[config.mk]
export PLATFORM = sky130hd
export DESIGN_NAME = piso_tx
export DESIGN_NICKNAME = d
export VERILOG_FILES = /design/src/rtl/piso_tx_pkg.sv /design/src/rtl/piso_tx_dff_r.sv /design/src/rtl/piso_tx.sv
export SDC_FILE = /design/constraint.sdc
export NUM_CORES = 1
export LEC_CHECK = 0
export ABC_CLOCK_PERIOD_IN_PS = 3900
export BUFFER_PORTS_ARGS = -buffer_cell sky130_fd_sc_hd__buf_2
export CAP_MARGIN = 5
export CELL_PAD_IN_SITES_DETAIL_PLACEMENT = 0
export CELL_PAD_IN_SITES_GLOBAL_PLACEMENT = 1
export CORE_MARGIN = 1
export CORE_UTILIZATION = 42
export DETAILED_ROUTE_END_ITERATION = 8
export GPL_TIMING_DRIVEN = 0
export PLACE_DENSITY = 0.9
export SYNTH_ARGS = -nofsm -noshare
export SYNTH_HDL_FRONTEND = slang
export SYNTH_SLANG_ARGS = --single-unit
[constraint.sdc]
create_clock -name clk -period 3.9 [get_ports clk]
set_input_delay 0.585 -clock clk [delete_from_list [all_inputs] [get_ports clk]]
set_output_delay 0.585 -clock clk [all_outputs]
set_load 0.05 [all_outputs]
[src/rtl/piso_tx_pkg.sv]
// Shared definitions for the serial transmitter: FSM state encodings and a
// sizing helper for the internal counters.
package piso_tx_pkg;

    localparam logic [1:0] ST_IDLE  = 2'd0;
    localparam logic [1:0] ST_SHIFT = 2'd1;
    localparam logic [1:0] ST_GAP   = 2'd2;

    // Counter width for values 0..n-1, never narrower than one bit.
    function automatic int cnt_w(input int n);
        return (n <= 2) ? 1 : $clog2(n);
    endfunction

endpackage

[src/rtl/piso_tx_dff_r.sv]
// Single-bit D flip-flop with asynchronous active-low reset. Both q and qbar
// are derived from the one stored bit so they can never disagree.
module dff_r (
    input  logic clk,
    input  logic rst_n,
    input  logic d_i,
    output logic q_o,
    output logic qb_o
);

    logic q_q;

    always_ff @(posedge clk or negedge rst_n) begin
        if (!rst_n) q_q <= 1'b0;
        else        q_q <= d_i;
    end

    assign q_o  = q_q;
    assign qb_o = ~q_q;

endmodule

[src/rtl/piso_tx.sv]
// Parallel-in serial-out transmitter: accepts a word on valid/ready and shifts
// it out one bit per clock with frame and last-bit markers.
module piso_tx
    import piso_tx_pkg::*;
#(
    parameter int WIDTH     = 8,
    parameter int GAP       = 1,
    parameter bit MSB_FIRST = 1'b1
) (
    input  logic             clk,
    input  logic             rst_n,
    input  logic [WIDTH-1:0] din,
    input  logic             din_valid,
    output logic             din_ready,
    output logic             sdata,
    output logic             sdata_n,
    output logic             sframe,
    output logic             done
);

    localparam int CW = cnt_w(WIDTH);
    localparam int GW = cnt_w(GAP + 1);

    logic [1:0]       state_q, state_d;
    logic [CW-1:0]    cnt_q, cnt_d;
    logic [GW-1:0]    gcnt_q, gcnt_d;
    logic [WIDTH-1:0] sr_q, sr_d;
    logic             last, accept, sbit_d;

    assign last   = (cnt_q == CW'(WIDTH - 1));
    assign accept = din_valid && din_ready;

    always_ff @(posedge clk or negedge rst_n) begin
        if (!rst_n) begin
            state_q <= ST_IDLE;
            cnt_q   <= '0;
            gcnt_q  <= '0;
            sr_q    <= '0;
        end else begin
            state_q <= state_d;
            cnt_q   <= cnt_d;
            gcnt_q  <= gcnt_d;
            sr_q    <= sr_d;
        end
    end

    always_comb begin
        state_d = state_q;
        case (state_q)
            ST_IDLE:  if (accept) state_d = ST_SHIFT;
            ST_SHIFT: if (last && !accept) state_d = (GAP > 0) ? ST_GAP : ST_IDLE;
            ST_GAP:   if (gcnt_q == GW'(GAP - 1)) state_d = ST_IDLE;
            default:  state_d = ST_IDLE;
        endcase
    end

    // Datapath: the register always presents the next bit to send at the top
    // (MSB-first) or bottom (LSB-first), so the output flop can be fed directly.
    always_comb begin
        cnt_d  = cnt_q;
        sr_d   = sr_q;
        gcnt_d = '0;
        if (accept) begin
            sr_d  = din;
            cnt_d = '0;
        end else if (state_q == ST_SHIFT) begin
            cnt_d = last ? '0 : cnt_q + 1'b1;
            sr_d  = MSB_FIRST ? {sr_q[WIDTH-2:0], 1'b0} : {1'b0, sr_q[WIDTH-1:1]};
        end
        if (state_q == ST_GAP) gcnt_d = gcnt_q + 1'b1;
        sbit_d = 1'b0;
        if (state_d == ST_SHIFT) sbit_d = MSB_FIRST ? sr_d[WIDTH-1] : sr_d[0];
    end

    always_comb begin
        sframe    = (state_q == ST_SHIFT);
        done      = sframe && last;
        din_ready = (state_q == ST_IDLE) || ((GAP == 0) && sframe && last);
    end

    dff_r u_out (
        .clk  (clk),
        .rst_n(rst_n),
        .d_i  (sbit_d),
        .q_o  (sdata),
        .qb_o (sdata_n)
    );

endmodule

# Word level (Yosys, flattened, before mapping)
# Index checks and enable logic that the tools add are counted.
# classes
n_addsub	2
eq_ne	4
muxes	11
n_bitwise	1
n_reduce_logical	6
# op_table
op	count
two-way mux 8 bit	2
two-way mux 3 bit	3
two-way mux 2 bit	3
case mux 2 bit (3 select lines)	1
equality test 2 x 1 -> 1 bit (second input constant)	2
adder 3 x 1 -> 3 bit (second input constant)	1
equality test 3 bit (second input constant)	1
logical AND 1 bit	3
equality test 2 bit (second input constant)	1
zero test 2 bit	1
two-way mux 1 bit	2
nonzero test 2 bit	1
adder 1 bit (second input constant)	1
zero test 1 bit	1
NOT 1 bit	1
# word_totals
regBits	15
output_inout_bits	5
word_cells	30

# Longest topological paths before layout
# logic_depth
ltp_word	8
mapped_depth	4
mapped_depth_nobuf	4

# By module
# Synthesis repeated with hierarchy kept, for this count alone.
# hier_totals
cells_unflattened	53
hier_area_um2	673.1
# modules_own_cells
mod	instances	cells_per_inst	area_each_um2	seq_area_each_um2
piso_tx	1	51	644.4	325.3
dff_r	1	2	28.8	25.0

# Worst setup path after synthesis
# No wires, ideal clock.
# synth_timing
path_type	register to output
start	register state_q[1]
end	output port done
arrival_ns	1.537
t_required_ns	3.315
setup_slack_ns	1.778
path_stages_with_launch	5
cell_sequence	dfrtp_1 > nand2b_1 > buf_2 > inv_1 > and2_1
# synth_between
elab_chain_cells	2
# synth_lines
element	line	rtl
start, declared	piso_tx.sv:24	logic [1:0] state_q, state_d;
start signal, assigned	piso_tx.sv:40	state_q <= state_d;
equality test 2 x 1 -> 1 bit	piso_tx.sv:76	sframe = (state_q == ST_SHIFT);
via sframe	piso_tx.sv:17	output logic sframe,
logical AND 1 bit	piso_tx.sv:77	done = sframe && last;
end, declared	piso_tx.sv:18	output logic done
# The timed path passes the listed nets, and every way through them passes these cells.

# Final worst setup path
# layout_timing
start	register state_q[1]
end	output port done
# layout_between
elab_chain_cells	2
# layout_lines
element	line
equality test 2 x 1 -> 1 bit	piso_tx.sv:76
logical AND 1 bit	piso_tx.sv:77
# No other way between the ends.

==> key figures <==
Detailed routing
  • DR vias/cell: 5.81
  • Final wirelength: 1260 µm
  • Drt drc: 0
  • Vias: 511
  • Wirelength per Cell: 14.3 µm
  • Pre-antenna DRT Iters: 4
  • Initial DRC count: 10
  • Antenna Nets Post-Route: 0

STA
  • Worst hold slack: 0.171 ns
  • Sum Neg Setup Slack: 0 ns
  • RSZ-0062 raised after global routing: false
  • Worst Skew: 0.00296 ns
  • Worst Max-Slew Pin Slew: 0.301 ns
  • Slew Viols, Final: 0
  • Final Critical Period: 2.14 ns
  • Worst slew margin: 79.9%
  • Final hold vios: 0
  • Setup violations, final: 0
  • Period utilization: 54.8%
  • Fmax: 468 MHz

Clock network
  • Hold_buf cts: 0
  • Post-CTS Setup Bufs: 0
  • Clock tree sinks: 14
  • Total CTS buffers: 3
  • TritonCTS clock tree: yes
  • H-tree Lvls: 1
  • Root buffer cell: clkbuf_4
  • Longest Clk Path Bufs: 2
  • Post-CTS sizing: 0
  • Worst-path clk slew: 0.09 ns
  • Clock Latency Late Sink: 0.28 ns

Synthesis
  • Synth Cell Area: 673 µm²
  • Yosys warnings: 0
  • Cells after Synth: 53
  • Top cell type by total area after synthesis: dfrtp_1
  • Synth area leaders: dfrtp_1 52%, o221a_2 10%, or4b_1 8.9%
  • Seq cells post-synth: 14
  • Post-synth top area share: 52.0%
  • Syn Nets: 66
  • Syn Area/Cell: 12.7 µm²
  • Register area share after synthesis: 52.0%
  • Cell variety after synth: 20

Final layout
  • P&R area growth vs syn: 19.5%
  • Diodes inserted: 0
  • Final Cell Area: 805 µm²
  • Nets: 86
  • Layout cells sized above 1: 43.1%

Power and ir drop
  • Worst VDD drop: 0.305 mV
  • Sw frac: 39.6%
  • Net Switching: 0.258 mW
  • Pleak: 0.387 nW
  • Seq pwr share: 37.6%
  • Clock power share: 16.4%
  • P per Cell Area: 809 nW/µm²
  • Logic pwr share: 46.0%
  • P_int: 0.393 mW

Floorplanning
  • Die height: 42.0 µm
  • Die area: 1770 µm²
  • Initial core utilization: 44.7%
  • IO Count: 16
  • Core Region: 1510 µm²
  • # rows: 14
  • Die width: 42.0 µm

Placed design
  • Post-detail-place hpwl: 909 µm
  • DP Area: 768 µm²
  • Port Buffers: 15
  • RD Place Congestion: 0.753

Worst hold path
  • Min-delay worst type: input port to async pin

Global route
  • Largest net degree at the start of global routing: 15
  • Overflow after GRT: 0
  • Vias in the first global route: 472
  • Initial antenna violation count: 0
  • First-pass GRT wire length: 2120 µm
  • GRT Util Overall: 16.6%

Setup path
  • Worst Setup Start Kind: flip-flop
  • CP endpoint kind: output port
  • Arrival time of the worst setup path: 1.55 ns
  • Critical Path RT: 3.31 ns
  • Critical path type: flip-flop to output port
  • Worst-path maximum fanout: 7

Job
  • Max-capacitance violation count: 0

Run status
  • Status: finished clean
-- worst max-delay path, cell delays in order, from the launching register on --
cell	delay (ns)
dfrtp_1	0.42
nand2b_1	0.14
buf_2	0.16
inv_1	0.16
and2_1	0.14
buf_2	0.25
-- power by group through the flow --
stage	clock network [mW]	registers (mW)	logic [mW]
detailed placement	0	0.248	0.299
global placement	0	0.246	0.291
floorplan	0	0.256	0.225
CTS	0.107	0.245	0.302
finish	0.106	0.245	0.299
global route	0.116	0.250	0.324
-- layer usage --
layer	GRT usage, %	wire, µm
met1	21.0	576
met4	11.3	34
met2	24.1	604
met3	5.17	46
met5	0	0
-- cell families after synthesis --
logic type,count (synthesis),synth area share [%]
AND/OR/NAND/NOR,16,18.4
buffers and inverters,6,5.02
adder cells (fa/ha/maj),2,3.72
AO/OA/AOI/OAI,15,20.8
flip-flops,14,52.0
-- state kept, by name, indices dropped and copies added (netlist names) --
name	flops
gcnt_q	1
state_q	2
sr_q	7
u_out.q_o	1
cnt_q	3
-- final timing paths --
kind | start | end | slack, ns | depth (start not counted)
max | state_q[1]$_DFF_PN0_ | done | 1.76 | 5
min | rst_n | u_out.q_o$_DFF_PN0_ | 0.17 | 1
max reg2reg | state_q[1]$_DFF_PN0_ | sr_q[3]$_DFFE_PN0P_ | 2.52 | 3
min reg2reg | gcnt_q$_DFF_PN0_ | gcnt_q$_DFF_PN0_ | 0.44 | 1
max in group asynchronous | rst_n | sr_q[1]$_DFFE_PN0P_ | 3.50 | 1
min in group clk | gcnt_q$_DFF_PN0_ | gcnt_q$_DFF_PN0_ | 0.44 | 1
-- cell usage after synthesis --
master and number:
nand2b_1 1, nand3b_1 2, o221a_2 6, inv_1 2
nor2_1 2, a21oi_1 2, o21ba_2 1, nor2b_1 1
a22o_1 4, and2b_2 1, o21bai_1 1, a221o_1 1
buf_6 1, and2_1 2, nor3b_1 1, dfrtp_1 14
ha_1 2, clkbuf_2 2, buf_2 1, or4b_1 6
-- stage by stage --
stage	worst slack (ns)	total power [mW]	utilization, %	cells
floorplan	1.78	0.480	-	53
global placement	2.09	0.536	51.0	84
detailed placement	2.08	0.547	51.0	84
CTS	1.76	0.654	53.4	88
global route	1.63	0.689	53.4	88
finish	1.76	0.651	53.4	88
-- cell usage in the layout, fill, tap and decap left out, types with 2 or more instances in the layout --
master / synthesis / final
buf_2: 1 / 16
dfrtp_1: 14 / 14
or4b_1: 6 / 6
o221a_2: 6 / 6
a22o_1: 4 / 4
clkbuf_4: 0 / 3
clkbuf_2: 2 / 2
nor2_1: 2 / 2
inv_1: 2 / 2
a21oi_1: 2 / 2
and2_1: 2 / 2
nand3b_1: 2 / 2
ha_1: 2 / 2
-- layout make-up --
class	count	area (µm²)
inverters	2	7.51
clock buffers	4	36.3
plain buffers	4	26.3
repair buffers	15	75.1
fillers	137	702
well taps	16	20.0
flip-flops and latches	14	350
multi-input cells	33	289
Note: power is estimated with default switching activity, not from simulation.
